==> config.mk <==
export PLATFORM = sky130hd
export DESIGN_NAME = keypad_scan_debounce
export DESIGN_NICKNAME = d
export VERILOG_FILES = /design/src/rtl/keypad_scan_debounce.sv
export SDC_FILE = /design/constraint.sdc
export NUM_CORES = 1
export LEC_CHECK = 0
export ABC_CLOCK_PERIOD_IN_PS = 3310
export CAP_MARGIN = 10
export CORE_MARGIN = 3
export CORE_UTILIZATION = 63
export DETAILED_ROUTE_END_ITERATION = 8
export DONT_BUFFER_PORTS = 1
export GPL_ROUTABILITY_DRIVEN = 0
export HOLD_SLACK_MARGIN = 0.12
export PLACE_DENSITY_LB_ADDON = 0.25
export SYNTH_ARGS = -nofsm -noshare
export SYNTH_HDL_FRONTEND = slang
export SYNTH_SLANG_ARGS = --single-unit
==> constraint.sdc <==
create_clock -name clk -period 3.31 [get_ports clk]
set_input_delay 0.993 -clock clk [delete_from_list [all_inputs] [get_ports clk]]
set_output_delay 0.993 -clock clk [all_outputs]
set_load 0.01 [all_outputs]
==> src/rtl/keypad_scan_debounce.sv <==
// Purpose: 4x4 hex keypad front end that scans, synchronizes and debounces, then locks onto a single key.
// Latency: rows are seen 2 clk after the pins; key_valid is registered and follows the last stable debounce sample.
// Backpressure: none. key_valid is a one-cycle pulse, and key_code holds its value until the next accept.
// Optional feature: define KEYPAD_REPEAT_EN to enable auto-repeat while a key is held.
module keypad_scan_debounce #(
    parameter int SCAN_DIV        = 16,
    parameter int DEBOUNCE_CYCLES = 200,
    parameter int REPEAT_DELAY    = 5000,
    parameter int REPEAT_PERIOD   = 1000
) (
    input  logic       clk,
    input  logic       nrst,
    input  logic [3:0] row_n,
    output logic [3:0] col_n,
    output logic [3:0] key_code,
    output logic       key_valid,
    output logic       key_held
);

    localparam int SW = $clog2(SCAN_DIV + 1);
    localparam int DW = $clog2(DEBOUNCE_CYCLES + 1);
    localparam logic [SW-1:0] SCAN_LAST = SW'(SCAN_DIV - 1);
    localparam logic [DW-1:0] DB_DONE   = DW'(DEBOUNCE_CYCLES);

    // Reject parameter sets the timing scheme cannot support.
    if (SCAN_DIV < 4) begin : g_chk_scan
        $error("SCAN_DIV must be at least 4");
    end
    if (DEBOUNCE_CYCLES < 2) begin : g_chk_db
        $error("DEBOUNCE_CYCLES must be at least 2");
    end
    if (REPEAT_PERIOD < 1 || REPEAT_PERIOD > REPEAT_DELAY) begin : g_chk_rep
        $error("REPEAT_PERIOD must be in 1..REPEAT_DELAY");
    end

    typedef enum logic [1:0] {
        SCAN     = 2'd0,
        DB_PRESS = 2'd1,
        HELD     = 2'd2,
        DB_REL   = 2'd3
    } state_t;

    state_t          state, state_nxt;
    logic [3:0]      rs_meta, rs;
    logic [1:0]      col, col_nxt;
    logic [1:0]      row, row_nxt;
    logic [SW-1:0]   scan_cnt, scan_cnt_nxt;
    logic [DW-1:0]   db_cnt, db_cnt_nxt;
    logic [DW-1:0]   db_inc;
    logic [3:0]      key_code_nxt;
    logic            key_valid_nxt;
    logic            key_held_nxt;
    logic            any_low;
    logic [1:0]      low_idx;
    logic            row_low;

`ifdef KEYPAD_REPEAT_EN
    localparam int RW = $clog2(REPEAT_DELAY + 1);
    localparam logic [RW-1:0] REP_FIRE   = RW'(REPEAT_DELAY);
    localparam logic [RW-1:0] REP_RELOAD = RW'(REPEAT_DELAY - REPEAT_PERIOD);
    logic [RW-1:0]   rep_cnt, rep_cnt_nxt;
    logic [RW-1:0]   rep_inc;
    assign rep_inc = rep_cnt + RW'(1);
`endif

    // Hex code for each row/column crossing of the keypad.
    function automatic logic [3:0] key_map(input logic [1:0] r, input logic [1:0] c);
        logic [3:0] code;
        case ({r, c})
            4'h0: code = 4'h1;  4'h1: code = 4'h2;  4'h2: code = 4'h3;  4'h3: code = 4'hA;
            4'h4: code = 4'h4;  4'h5: code = 4'h5;  4'h6: code = 4'h6;  4'h7: code = 4'hB;
            4'h8: code = 4'h7;  4'h9: code = 4'h8;  4'hA: code = 4'h9;  4'hB: code = 4'hC;
            4'hC: code = 4'hE;  4'hD: code = 4'h0;  4'hE: code = 4'hF;  4'hF: code = 4'hD;
            default: code = 4'h0;
        endcase
        return code;
    endfunction

    // Only one column is driven low at a time.
    assign col_n   = ~(4'b0001 << col);
    assign any_low = ~&rs;
    assign row_low = ~rs[row];
    assign db_inc  = (db_cnt == DB_DONE) ? db_cnt : db_cnt + DW'(1);
    assign low_idx = !rs[0] ? 2'd0 : !rs[1] ? 2'd1 : !rs[2] ? 2'd2 : 2'd3;

    // Two-flop synchronizer for the asynchronous rows; idles at "no key pressed".
    always_ff @(posedge clk) begin
        if (nrst) begin
            rs_meta <= 4'b1111;
            rs      <= 4'b1111;
        end else begin
            rs_meta <= row_n;
            rs      <= rs_meta;
        end
    end

    // Next-state logic covers scanning, press debounce, hold and release debounce.
    always_comb begin
        state_nxt     = state;
        col_nxt       = col;
        row_nxt       = row;
        scan_cnt_nxt  = scan_cnt;
        db_cnt_nxt    = db_cnt;
        key_code_nxt  = key_code;
        key_valid_nxt = 1'b0;
        key_held_nxt  = key_held;
`ifdef KEYPAD_REPEAT_EN
        rep_cnt_nxt   = '0;
`endif
        case (state)
            SCAN: begin
                if (scan_cnt == SCAN_LAST) begin
                    scan_cnt_nxt = '0;
                    if (any_low) begin
                        row_nxt    = low_idx;
                        db_cnt_nxt = '0;
                        state_nxt  = DB_PRESS;
                    end else begin
                        col_nxt = col + 2'd1;
                    end
                end else begin
                    scan_cnt_nxt = scan_cnt + SW'(1);
                end
            end
            DB_PRESS: begin
                if (row_low) begin
                    db_cnt_nxt = db_inc;
                    if (db_inc == DB_DONE) begin
                        key_code_nxt  = key_map(row, col);
                        key_valid_nxt = 1'b1;
                        key_held_nxt  = 1'b1;
                        db_cnt_nxt    = '0;
                        state_nxt     = HELD;
                    end
                end else begin
                    // The press did not survive debounce, so resume scanning at the next column.
                    col_nxt      = col + 2'd1;
                    scan_cnt_nxt = '0;
                    db_cnt_nxt   = '0;
                    state_nxt    = SCAN;
                end
            end
            HELD: begin
                if (!row_low) begin
                    db_cnt_nxt = '0;
                    state_nxt  = DB_REL;
                end else begin
`ifdef KEYPAD_REPEAT_EN
                    rep_cnt_nxt = rep_inc;
                    if (rep_inc == REP_FIRE) begin
                        key_valid_nxt = 1'b1;
                        rep_cnt_nxt   = REP_RELOAD;
                    end
`endif
                end
            end
            DB_REL: begin
                if (!row_low) begin
                    db_cnt_nxt = db_inc;
                    if (db_inc == DB_DONE) begin
                        key_held_nxt = 1'b0;
                        col_nxt      = col + 2'd1;
                        scan_cnt_nxt = '0;
                        db_cnt_nxt   = '0;
                        state_nxt    = SCAN;
                    end
                end else begin
                    // A release bounce returns to HELD; the key was already reported.
                    db_cnt_nxt = '0;
                    state_nxt  = HELD;
                end
            end
            default: state_nxt = SCAN;
        endcase
    end

    // State and datapath registers; reset discards any press that is still pending.
    always_ff @(posedge clk) begin
        if (nrst) begin
            state     <= SCAN;
            col       <= 2'd0;
            row       <= 2'd0;
            scan_cnt  <= '0;
            db_cnt    <= '0;
            key_code  <= 4'h0;
            key_valid <= 1'b0;
            key_held  <= 1'b0;
        end else begin
            state     <= state_nxt;
            col       <= col_nxt;
            row       <= row_nxt;
            scan_cnt  <= scan_cnt_nxt;
            db_cnt    <= db_cnt_nxt;
            key_code  <= key_code_nxt;
            key_valid <= key_valid_nxt;
            key_held  <= key_held_nxt;
        end
    end

`ifdef KEYPAD_REPEAT_EN
    // Auto-repeat timer runs only while in HELD and restarts whenever HELD is re-entered.
    always_ff @(posedge clk) begin
        if (nrst) begin
            rep_cnt <= '0;
        end else begin
            rep_cnt <= rep_cnt_nxt;
        end
    end
`endif

endmodule

* Word-level counts from Yosys, hierarchy flattened
Memories as Yosys holds them, arrays and structs flattened. A register that Yosys moved wholly into a read port is not among the register bits.
Index checks and enable logic that the tools add are counted.
Widths: inputs -> output; s select.
** Storage, ports and cells
- Word-level logic and storage cells :: 86
- Memories kept :: 1
- ROM bits :: 64
- Register bits :: 29
- Output and inout bits :: 10
- Input bits :: 6
** Memory list
- (no name shown) :: depth 16, width 4, rd ports 1, clocked after Yosys merged registers in 1, wr ports 0, RTL line 69 : case ({r, c})
** Operators by class
- Mux-type cells :: 38
- Shift operators :: 1
- Order comparisons :: 1
- Add/sub/neg operators :: 3
- Reduce and logical (&&, ||, !) cells :: 12
- Bitwise gates (word level) :: 4
- Equal/unequal tests :: 17
** Operators with widths (number)
- $mux 8 :: 7
- $pmux 8 s4 :: 1
- $mux 2 :: 14
- $mux 5 :: 4
- $ne 2x2->1 const B :: 9
- $eq 8x8->1 const B :: 2
- $pmux 5 s3 :: 1
- $reduce_and 5->1 :: 2
- $reduce_and 3->1 :: 3
- $add 8x1->8 const B :: 1
- $pmux 2 s4 :: 1
- $reduce_and 4->1 :: 2
- $mux 1 :: 7
- $ne 3x3->1 const B :: 2
- $pmux 2 s3 :: 1
- $reduce_and 6->1 :: 1
- $add 5x1->5 const B :: 1
- $eq 5x4->1 const B :: 1
- $eq 2x2->1 const B :: 2
- $not 4->4 :: 1
- $shl 1x2->4 const A :: 1
- $lt 2x3->1 const B :: 1
- $not 1->1 :: 3
- $reduce_bool 3->1 :: 1
- 7 further kinds :: 7

* Depth between registers and ports, before layout
Gate-level depths: netlist of run 1.
- Depth after elaboration :: 6
- Gate-level depth with buffers :: 9
- Gate-level depth less buffers :: 8

* Worst setup path after synthesis of run 1
No wires, ideal clock.
- Path type :: register -> register
- Start point :: register db_cnt[0]
- End point :: register col[0]
- Data arrival time :: 2335 ps
- Stages on the path, launching flop included :: 9
- Slack :: 854 ps
- Setup time :: 121 ps
- Data required time :: 3189 ps
- Period minus slack after synthesis :: 2456 ps
- Path buffers :: 1
- Cell sequence :: dfxtp_1 ha_1 and3_4 buf_6 a311o_1 a311oi_4 nand2_4 a211oi_4 mux2_4
** On the way
- Longest elaborated chain between the ends :: 5
** Ends and longest elaborated chain
- from (decl) :: RTL line 48 : logic [DW-1:0] db_cnt, db_cnt_nxt;
- from (signal assigned) :: RTL line 193 : db_cnt <= db_cnt_nxt;
- $add 8x1->8 or $eq 8x8->1 (tied branches) :: RTL line 83 : assign db_inc = (db_cnt == DB_DONE) ? db_cnt : db_cnt + DW'(1);
- $mux 8 (*) :: RTL line 83
- $eq 8x8->1 (*) :: RTL line 160 : if (db_inc == DB_DONE) begin
- $ne 2x2->1 (no source line) (*)
- $reduce_and 6->1 (no source line) (*)
- to (signal assigned) :: RTL line 190 : col <= col_nxt;
- to (decl) :: RTL line 45 : logic [1:0] col, col_nxt;
Every way passes the cells marked *; elsewhere a longest branch is shown, timed or not.
A chain may end at the register's enable or synchronous reset.

* Worst setup path in the final report of run 1
Ends and elaborated chain as after synthesis.

==> out/metrics.yaml, run 1 <==
drive_gt1_share_pct: 13.60
switching_power_mw: 0.3901
drt_iter0_markers: 138
synth_nets: 253
swShare_pct: 32.61
max_freq_mhz: 392.5
synth_edf_count: 0
area_delta_synth_final_pct: 4.022
reg2reg_slack_ns: 0.76
total_power_mw: 1.196
power_density_mw_per_mm2: 568.7
multi_input_area_sq_mm: 0.001212
routed_wl_microns: 3806
die_area_sq_mm: 0.003925
crit_required_ns: 3.55
power_frac_seq_pct: 39.8
gr-total-overflow: 0
p_int_mw: 0.8061
slew_violations: 0
cts.path.max_buffers: 2
power_leakage_nw: 0.7732
ys.flop_type: "dfxtp_1"
status: "complete, no violations"
min_period_over_period_pct: 76.97
critical_path_arrival_ns: 2.78
place_ws_ns: 0.7951
yosys.area.top_type: "dfxtp_1"
die_height_microns: 62.65
hold_path_class: "register to register"
netlist_instances: 234
fin_nets: 246
finClkSkew_ns: 0.01078
clkTransAtPathRegs_ns: 0.11
fin_ws_ns: 0.7623
numCtsBuffers: 5
ys_top_cells_by_area: "dfxtp_1, ha_1, mux2i_1"
post_cts_resized: 0
grt_pass1_vias: 1491
core_sq_mm: 0.002900
vias: 1620
ff_latch_area_sq_um: 660.6
via_per_inst: 6.000
maxCapViolations: 0
synth-async-reset-ratio_pct: 0
power_frac_comb_pct: 29.1
pin_count: 16
drc_errors: 0
firstDrtPassIters: 4
grt_pass1_wl_microns: 6844
yosys-top-cells-count: "dfxtp_1, nor2_1, inv_1"
synth.top_cell.area_share_pct: 32.67
slew_headroom_pct: 58.94
p_clk_share_pct: 31.1
tightest_slew_ns: 0.6104
cts_tree: "built"
postCtsSetupBuffers: 0
synthesis.area_sq_mm: 0.002022
clock_latency_ns: 0.34
wire_per_inst_microns: 14.10
ant_nets: 0
synth.avg_cell_area_sq_um: 8.641
port_buffers: 0
finalSetupTns_ns: 0
ys_seq_area_share_pct: 32.67
rsz0062_at_grt: "false"
min_period_ns: 2.548
antenna_found_initial: 0
crit_fanout: 8
fp.dieW_microns: 62.65
crit_slowest_cell: "dfxtp_1"
track_usage_pct: 21.60
path_cells: "ha_1 -> and3_4 -> a311o_1 -> a311oi_4 -> nand2_4 -> a211oi_4 -> mux2_4"
critPathKind: "register to register"
initial_core_util_pct: 69.72
synth_most_common_cell: "dfxtp_1"
hold_viol_final: 0
irDropWorstVdd_mv: 0.4214
rows: 19
grt_max_degree: 38
worst_setup_path_end_kind: "register"
clock-sinks: 33
cp-start-kind: "register"
diodes: 0
cts-root-buf: "clkbuf_4"
ys_types: 55
ctsHoldBuffers: 0
fillers: 224
max_stage_delay_ns: 0.42
htree_levels: 2
ys_ff_latch: 33
setup_viol: 0
synth.yosys.warnings: 0
place_hpwl_microns: 2721
kinds of logic after synthesis:
family / Yosys count / synth area share (%)
adder cells (fa/ha/maj): 13 / 8.045
XOR/XNOR: 1 / 0.4332
AO/OA/AOI/OAI: 56 / 20.42
flip-flops: 33 / 32.67
multiplexers: 12 / 6.807
buffers and inverters: 33 / 7.363
AND/OR/NAND/NOR: 86 / 24.26
cells in the final DEF, fill, tap and decap left out, types with 3 or more instances in the layout:
cell / count
a211oi_1: 3
a21oi_1: 14
and4_1: 3
clkbuf_4: 5
dfxtp_1: 33
ha_1: 13
inv_1: 18
mux2i_1: 10
nand2_1: 15
nand2b_1: 8
nand3_1: 7
nand4b_1: 5
nor2_1: 19
nor3_1: 4
o21ai_0: 13
or2_2: 8
power groups by stage:
stage	logic (mW)	clock network, mW	registers, mW
after floorplan	0.284	0	0.475
after global placement	0.335	0	0.481
after detailed placement	0.346	0	0.485
after CTS	0.347	0.377	0.476
after global routing	0.394	0.402	0.484
final	0.348	0.372	0.476
critical path, delay by kind of cell, from the launching register on:
family                     cells  cell delay (ns)
AOI/OAI and AO/OA              3             1.01
adders and majority gates      1             0.31
DFF                            1             0.42
muxes                          1             0.32
and+or+nand+nor                2             0.36
per-layer routing:
| metal | share of wire (%) | track usage, % | vias up |
|---|---|---|---|
| met1 | 47 | 27.72 | 755 |
| met4 | 1.3 | 7.163 | 0 |
| met2 | 46 | 33.95 | 41 |
| met3 | 6.1 | 7.194 | 7 |
| met5 | 0 | 0 | - |
| li1 | - | - | 817 |
registers in the layout (all words and copies together), names as in the netlist, named ones only:
register,flops
key_valid,1
key_code,4
scan_cnt,5
rs,4
rs_meta,4
db_cnt,8
state,1
row,2
col,2
key_held,1
stage by stage:
stage	hold slack [ns]	cell area (sq um)	cells	util, %
after detailed placement	0.3982	2001	262	68.98
after global placement	0.3920	2001	262	68.98
after CTS	0.4223	2103	270	72.52
after floorplan	0.3895	2022	234	-
final	0.4218	2103	270	72.52
after global routing	0.4332	2103	270	72.52
area by class of cell:
| class | count | area share [%] |
|---|---|---|
| tap | 42 | 2.499 |
| sequential | 33 | 31.41 |
| inverter | 18 | 3.212 |
| multi-input combinational | 168 | 57.64 |
| clock buffer | 5 | 1.785 |
| timing repair buffer | 1 | 0.3569 |
| clock inverter | 3 | 3.093 |
path summary, 6_finish.rpt:
path	start	to	cells after the start
setup / recovery	db_cnt[0]	col[0]	7
hold reg to reg	rs_meta[3]	rs[3]	1
hold / removal	rs_meta[3]	rs[3]	1
setup reg to reg	db_cnt[0]	col[0]	7
Note: power is estimated with default switching activity, not from simulation.
==> run 2, diff against run 1 <==
- ABC_CLOCK_PERIOD_IN_PS: 3310 -> 2140
- CORE_UTILIZATION: 63 -> 57
- clock period: 3.31 -> 2.14 ns (I/O delays scaled with it)
==> run 2 against run 1 <==
Net effect:
- combinational power is 76% higher
- power is 46% higher
- wire length is 8.4% higher
- core utilization is 4.0 points lower
- clock power is 5.6% higher
- critical path type unchanged
- largest power group unchanged
==> out/metrics.yaml, run 2 (same netlist as run 1, synthesis figures left out) <==
max_stage_delay_ns: 0.38  # -0.04 ns
fp.dieW_microns: 65.56  # +4.6%
hold_viol_final: 0  # unchanged
antenna_found_initial: 0  # unchanged
final_cell_mix: "dfxtp_1, buf_4, nor2_1"
pin_count: 16  # unchanged
clock-sinks: 33  # unchanged
slew_headroom_pct: 74.38  # +15 points
setup_viol: 0  # unchanged
largest_register_ffs: 8  # unchanged
r2r-end: "col[0]"
routed_wl_microns: 4125  # +8.4%
worst_setup_path_end_kind: "register"
clkTransAtPathRegs_ns: 0.11  # about the same
track_usage_pct: 21.22  # -0.38 points
vias: 1747  # +7.8%
via_per_inst: 5.823  # -2.9%
maxCapViolations: 0  # unchanged
diodes: 0  # unchanged
grt_pass1_vias: 1571  # +5.4%
path_cells: "ha_4 -> and3_4 -> a311o_1 -> a311oi_4 -> nand2_4 -> a211oi_4 -> mux2_4"
numCtsBuffers: 5  # unchanged
fillers: 286  # +28%
firstDrtPassIters: 5  # +1
fin_nets: 272  # +11%
status: "complete, no violations"
crit_slowest_cell: "dfxtp_4"
power_density_mw_per_mm2: 750.0  # +32%
dpl.cell_count: 291  # +11%
die_area_sq_mm: 0.004298  # +9.5%
min_period_over_period_pct: 98.86  # +22 points
grt_pass1_wl_microns: 7051  # +3.0%
drc_errors: 0  # unchanged
rows: 21  # +2
tightest_slew_ns: 0.3844  # -0.2261 ns
hold_path_class: "primary input to register"
htree_levels: 2  # unchanged
finClkSkew_ns: 0.005753  # -0.005029 ns
max_freq_mhz: 472.7  # +20%
slew_violations: 0  # unchanged
max_flop_register: "db_cnt"
place_hpwl_microns: 2905  # +6.8%
critPathKind: "register to register"
core_sq_mm: 0.003390  # +17%
rr_startpoint: "db_cnt[1]"
min_period_ns: 2.116  # -0.4322 ns
gr-total-overflow: 0  # unchanged
total_power_mw: 1.742  # +46%
port_buffers: 0  # unchanged
top_regs: "db_cnt x8, scan_cnt x5"
clock_latency_ns: 0.35  # about the same
cts_tree: "built"
cts.path.max_buffers: 2  # unchanged
crit_fanout: 4  # -4
fin_cells: 300  # +11%
critical_path_arrival_ns: 2.36  # -0.42 ns
crit_required_ns: 2.39  # -1.16 ns
ff2ff_path_depth: 7  # unchanged
die_height_microns: 65.56  # +4.6%
ant_nets: 0  # unchanged
area_delta_synth_final_pct: 14.85
endpoint: "col[0]"
cts-root-buf: "clkbuf_4"
irDropWorstVdd_mv: 0.6207  # +47%
drive_gt1_share_pct: 27.56  # +14 points
cp-start-kind: "register"
initial_core_util_pct: 59.65  # -10 points
power_leakage_nw: 0.8928  # +15%
wire_per_inst_microns: 13.75  # -2.5%
grt_max_degree: 38  # unchanged
ctsHoldBuffers: 0  # unchanged
rsz0062_at_grt: "true"
drt_iter0_markers: 108  # -22%
critPathLaunch: "db_cnt[1]"
finalSetupTns_ns: 0  # unchanged
reg2reg_slack_ns: 0.02  # -0.74 ns
## run 2: cell types whose count changed in the layout (fill, tap and decap cells not counted), sizes merged
cell,delta
buf,+26
bufinv,-2
clkbuf,+1
clkinv,+1
## run 2: per-stage QoR
step	util [%]	area, sq um	setup WS (ns)	hold WS, ns
final	68.51	2322	0.02450	0.3426
after global routing	68.51	2322	-0.02781	0.3307
after CTS	67.59	2291	0.01612	0.3352
after detailed placement	65.19	2210	-0.1205	0.3971
after global placement	65.19	2210	-0.06110	0.3906
after floorplan	-	2042	-0.1176	0.3895
## run 2: critical path, delay by kind of cell (launching register included)
family / cells / cell delay [ns]
DFF: 1 / 0.38
muxes: 1 / 0.32
AOI/OAI and AO/OA: 3 / 0.89
adders and majority gates: 1 / 0.16
and+or+nand+nor: 2 / 0.26
## run 2: how the worst min path moves through the flow
stage / endpoint / slack, ns / cells past startpoint / start
floorplan: rs[0] / 0.39 / 1 / rs_meta[0]
CTS: register / 0.34 / 1 / nrst
detailed placement: rs[3] / 0.40 / 1 / rs_meta[3]
global route: row[1] / 0.33 / 1 / nrst
global placement: rs[1] / 0.39 / 1 / rs_meta[1]
finish: db_cnt[2] / 0.34 / 1 / nrst
## run 2: final cells by class
cell class                      instances  area (sq um)  share of cell area, %
Clock buffer                            6         51.30                  2.209
Clock inverter                          2         13.76                 0.5927
Inverter                               18         67.56                  2.909
Multi-Input combinational cell        168          1256                  54.09
Sequential cell                        33         673.1                  28.99
Tap cell                               46         57.56                  2.478
Timing Repair Buffer                   27         202.7                  8.728
## run 2: where the power goes
part           internal (mW)  switching [mW]
Combinational          0.273           0.340
Clock                  0.160           0.233
Sequential             0.671          0.0648
## run 2: what timing repair did
action	4_1_cts	5_1_grt
buffers inserted	0	1
gates resized for setup	3	12
endpoints found under the setup margin	9	10
pin swaps	3	2
## run 2: per-layer routing
layer	share of wire [%]	wire length [microns]	global-route usage [%]	vias up
li1	-	-	-	873
met1	46	1907	26.92	816
met2	46	1886	33.63	50
met3	6.3	258	5.641	8
met4	1.8	73	9.326	0
met5	0	0	0	-
==> run 3, diff against run 2 <==
- ABC_AREA: default -> 1
- CORE_UTILIZATION: 57 -> 56
- MAX_ROUTING_LAYER: default -> met4
==> run 3 against run 2 <==
Net effect:
- first-iteration DRC count is 10% lower
- clock skew is 0.0035 ns higher
- core utilization is 4.1 points lower
- critical path depth is 4 lower
- die area is 3.6% lower
- non-clock buffer count is 25 lower
- clock power is 23% higher
- largest cell class unchanged
==> out/metrics.yaml, run 3 <==
max_flop_register: "db_cnt"
grt_max_degree: 21  # -45%
cts.path.max_buffers: 2  # unchanged
die_area_sq_mm: 0.004144  # -3.6%
drt_iter0_markers: 97  # -10%
critical_path_arrival_ns: 1.34  # -1.02 ns
rsz0062_at_grt: "false"
reg2reg_slack_ns: 0.22  # +0.20 ns
netlist_instances: 268  # +15%
power_frac_comb_pct: 3.1  # -32 points
synthesis.area_sq_mm: 0.001908  # -5.6%
grt_pass1_wl_microns: 6506  # -7.7%
setup_viol: 0  # unchanged
swShare_pct: 22.69  # -14 points
core_sq_mm: 0.003153  # -7.0%
slew_violations: 0  # unchanged
final_cell_mix: "nand2_1, inv_1, dfxtp_1"
synth-async-reset-ratio_pct: 0  # unchanged
place_hpwl_microns: 2613  # -10%
ant_nets: 0  # unchanged
crit_fanout: 7  # +3
synth.top_cell.area_share_pct: 34.62  # +1.9 points
firstDrtPassIters: 4  # -1
critPathLaunch: "col[0]"
critPathKind: "register to output pin"
max_freq_mhz: 505.6  # +7.0%
min_to: "key_valid"
pin_count: 16  # unchanged
min_period_ns: 1.978  # -0.1375 ns
total_power_mw: 1.150  # -34%
vias: 1603  # -8.2%
yosys.area.top_type: "dfxtp_1"
wire_per_inst_microns: 11.39  # -17%
area_delta_synth_final_pct: 6.361
yosys-top-cells-count: "nand2_1, inv_1, dfxtp_1"
r2r-end: "scan_cnt[0]"
grt_pass1_vias: 1418  # -9.7%
drive_gt1_share_pct: 14.29  # -13 points
gr-total-overflow: 0  # unchanged
switching_power_mw: 0.2610  # -59%
tightest_slew_ns: 0.4513  # +0.06696 ns
clock-sinks: 33  # unchanged
min_period_over_period_pct: 92.43  # -6.4 points
initial_core_util_pct: 60.52  # +0.86 points
power_density_mw_per_mm2: 566.8  # -24%
layout_commonest_cell: "nand2_1"
clock_latency_ns: 0.34  # about the same
rr_startpoint: "db_cnt[0]"
power_frac_seq_pct: 55.0  # +13 points
fin_nets: 291  # +7.0%
p_clk_share_pct: 41.9  # +19 points
ys_top_cells_by_area: "dfxtp_1, nand2_1, ha_1"
maxCapViolations: 0  # unchanged
numCtsBuffers: 5  # unchanged
track_usage_pct: 20.50  # -0.72 points
largest_register_ffs: 8  # unchanged
ff2ff_path_depth: 13  # +6
synth_edf_count: 0  # unchanged
rows: 20  # -4.8%
hold_path_class: "primary input to register"
antenna_found_initial: 0  # unchanged
top_regs: "db_cnt x8, scan_cnt x5"
port_buffers: 0  # unchanged
worst_setup_path_end_kind: "output pin"
finalSetupTns_ns: 0  # unchanged
diodes: 0  # unchanged
die_height_microns: 64.37  # -1.8%
cts_tree: "built"
synth_nets: 287  # +13%
synth.avg_cell_area_sq_um: 7.120  # -18%
ctsHoldBuffers: 0  # unchanged
drc_errors: 0  # unchanged
slew_headroom_pct: 69.88  # -4.5 points
ys_seq_area_share_pct: 34.62  # +1.9 points
holdPathStages: 1  # unchanged
p_int_mw: 0.8892  # -19%
power_leakage_nw: 0.9168  # +2.7%
hp-start: "nrst"
routed_wl_microns: 3611  # -12%
ys.flop_type: "dfxtp_1"
fp.dieW_microns: 64.37  # -1.8%
clkTransAtPathRegs_ns: 0.12  # about the same
fillers: 296  # +3.5%
irDropWorstVdd_mv: 0.3870  # -38%
synth.yosys.warnings: 0  # unchanged
cp-start-kind: "register"
htree_levels: 2  # unchanged
synth_most_common_cell: "nand2_1"
cts-root-buf: "clkbuf_4"
ys_ff_latch: 33  # unchanged
finClkSkew_ns: 0.009274  # +0.003521 ns
status: "complete, no violations"
via_per_inst: 5.057  # -13%
ys_types: 30  # -45%
crit_required_ns: 1.50  # -0.89 ns
hold_viol_final: 0  # unchanged
-- run 3: cell types whose count changed after synthesis, sizes merged, moves of 4 or more --
cell / delta
nand4: +4
mux2i: -10
clkbuf: -7
o21ai: +10
nor2: +19
nand2: +46
nor3: -4
nand2b: -9
inv: +20
a211oi: -6
nand3: +8
nand4b: -5
-- run 3: stage by stage --
step	setup WS (ns)	area, sq um	instances	utilization (%)	hold WS [ns]
after floorplan	0.4251	1908	268	-	0.3895
after global placement	0.1691	1943	309	61.63	0.3907
after detailed placement	0.1763	1943	309	61.63	0.3940
after CTS	0.1540	2027	317	64.29	0.3373
after global routing	0.01760	2029	317	64.37	0.3167
final	0.1620	2029	317	64.37	0.3516
-- run 3: power by group through the flow --
stage	Clock, mW	Combinational [mW]	Sequential (mW)
after global placement	0	0.0347	0.647
after global routing	0.523	0.0418	0.635
final	0.482	0.0357	0.633
after floorplan	0	0.0370	0.645
after detailed placement	0	0.0358	0.647
after CTS	0.495	0.0361	0.633
-- run 3: what timing repair did --
item | 4_1_cts | 5_1_grt
setup endpoints to repair | 0 | 2
gates resized for setup | 0 | 1
setup buffers | 0 | 0
hold endpoints to repair | 0 | 0
-- run 3: cell type report --
| class | instances | area [sq um] | area share [%] |
|---|---|---|---|
| clock buffer | 5 | 37.54 | 1.850 |
| clock inverter | 3 | 46.29 | 2.281 |
| inverter | 38 | 145.1 | 7.152 |
| multi-input combinational | 192 | 1070 | 52.71 |
| sequential | 33 | 660.6 | 32.55 |
| tap | 44 | 55.05 | 2.713 |
| timing repair buffer | 2 | 15.01 | 0.7398 |
-- run 3: layer usage --
metal  track usage [%]  routed length [microns]  vias to the layer above
met4             5.541                       34                        0
met3             6.151                      238                        5
met2             29.77                     1544                       41
met1             27.68                     1794                      698
met5                 -                        0                        -
li1                  -                        -                      859
-- run 3: worst max-delay path by stage --
stage,end,slack [ns],depth (start not counted)
CTS,scan_cnt[4],0.15,9
global placement,scan_cnt[4],0.17,9
finish,col_n[0],0.16,3
floorplan,scan_cnt[4],0.43,8
global route,scan_cnt[0],0.02,13
detailed placement,scan_cnt[4],0.18,9
-- run 3: kinds of logic (layout without fill, tap and decap cells) --
group | after synthesis | count (layout) | share of synthesized area (%)
compound gates | 44 | 44 | 12.92
simple gates | 133 | 133 | 33.57
flops | 33 | 33 | 34.62
fa+ha+maj | 13 | 13 | 8.525
buf+inv | 43 | 48 | 9.442
xor+xnor | 2 | 2 | 0.9182
-- run 3: critical path, cell delays in order, from the launching register on --
cell	delay [ns]
dfxtp_1	0.49
inv_1	0.16
ha_1	0.24
inv_1	0.10
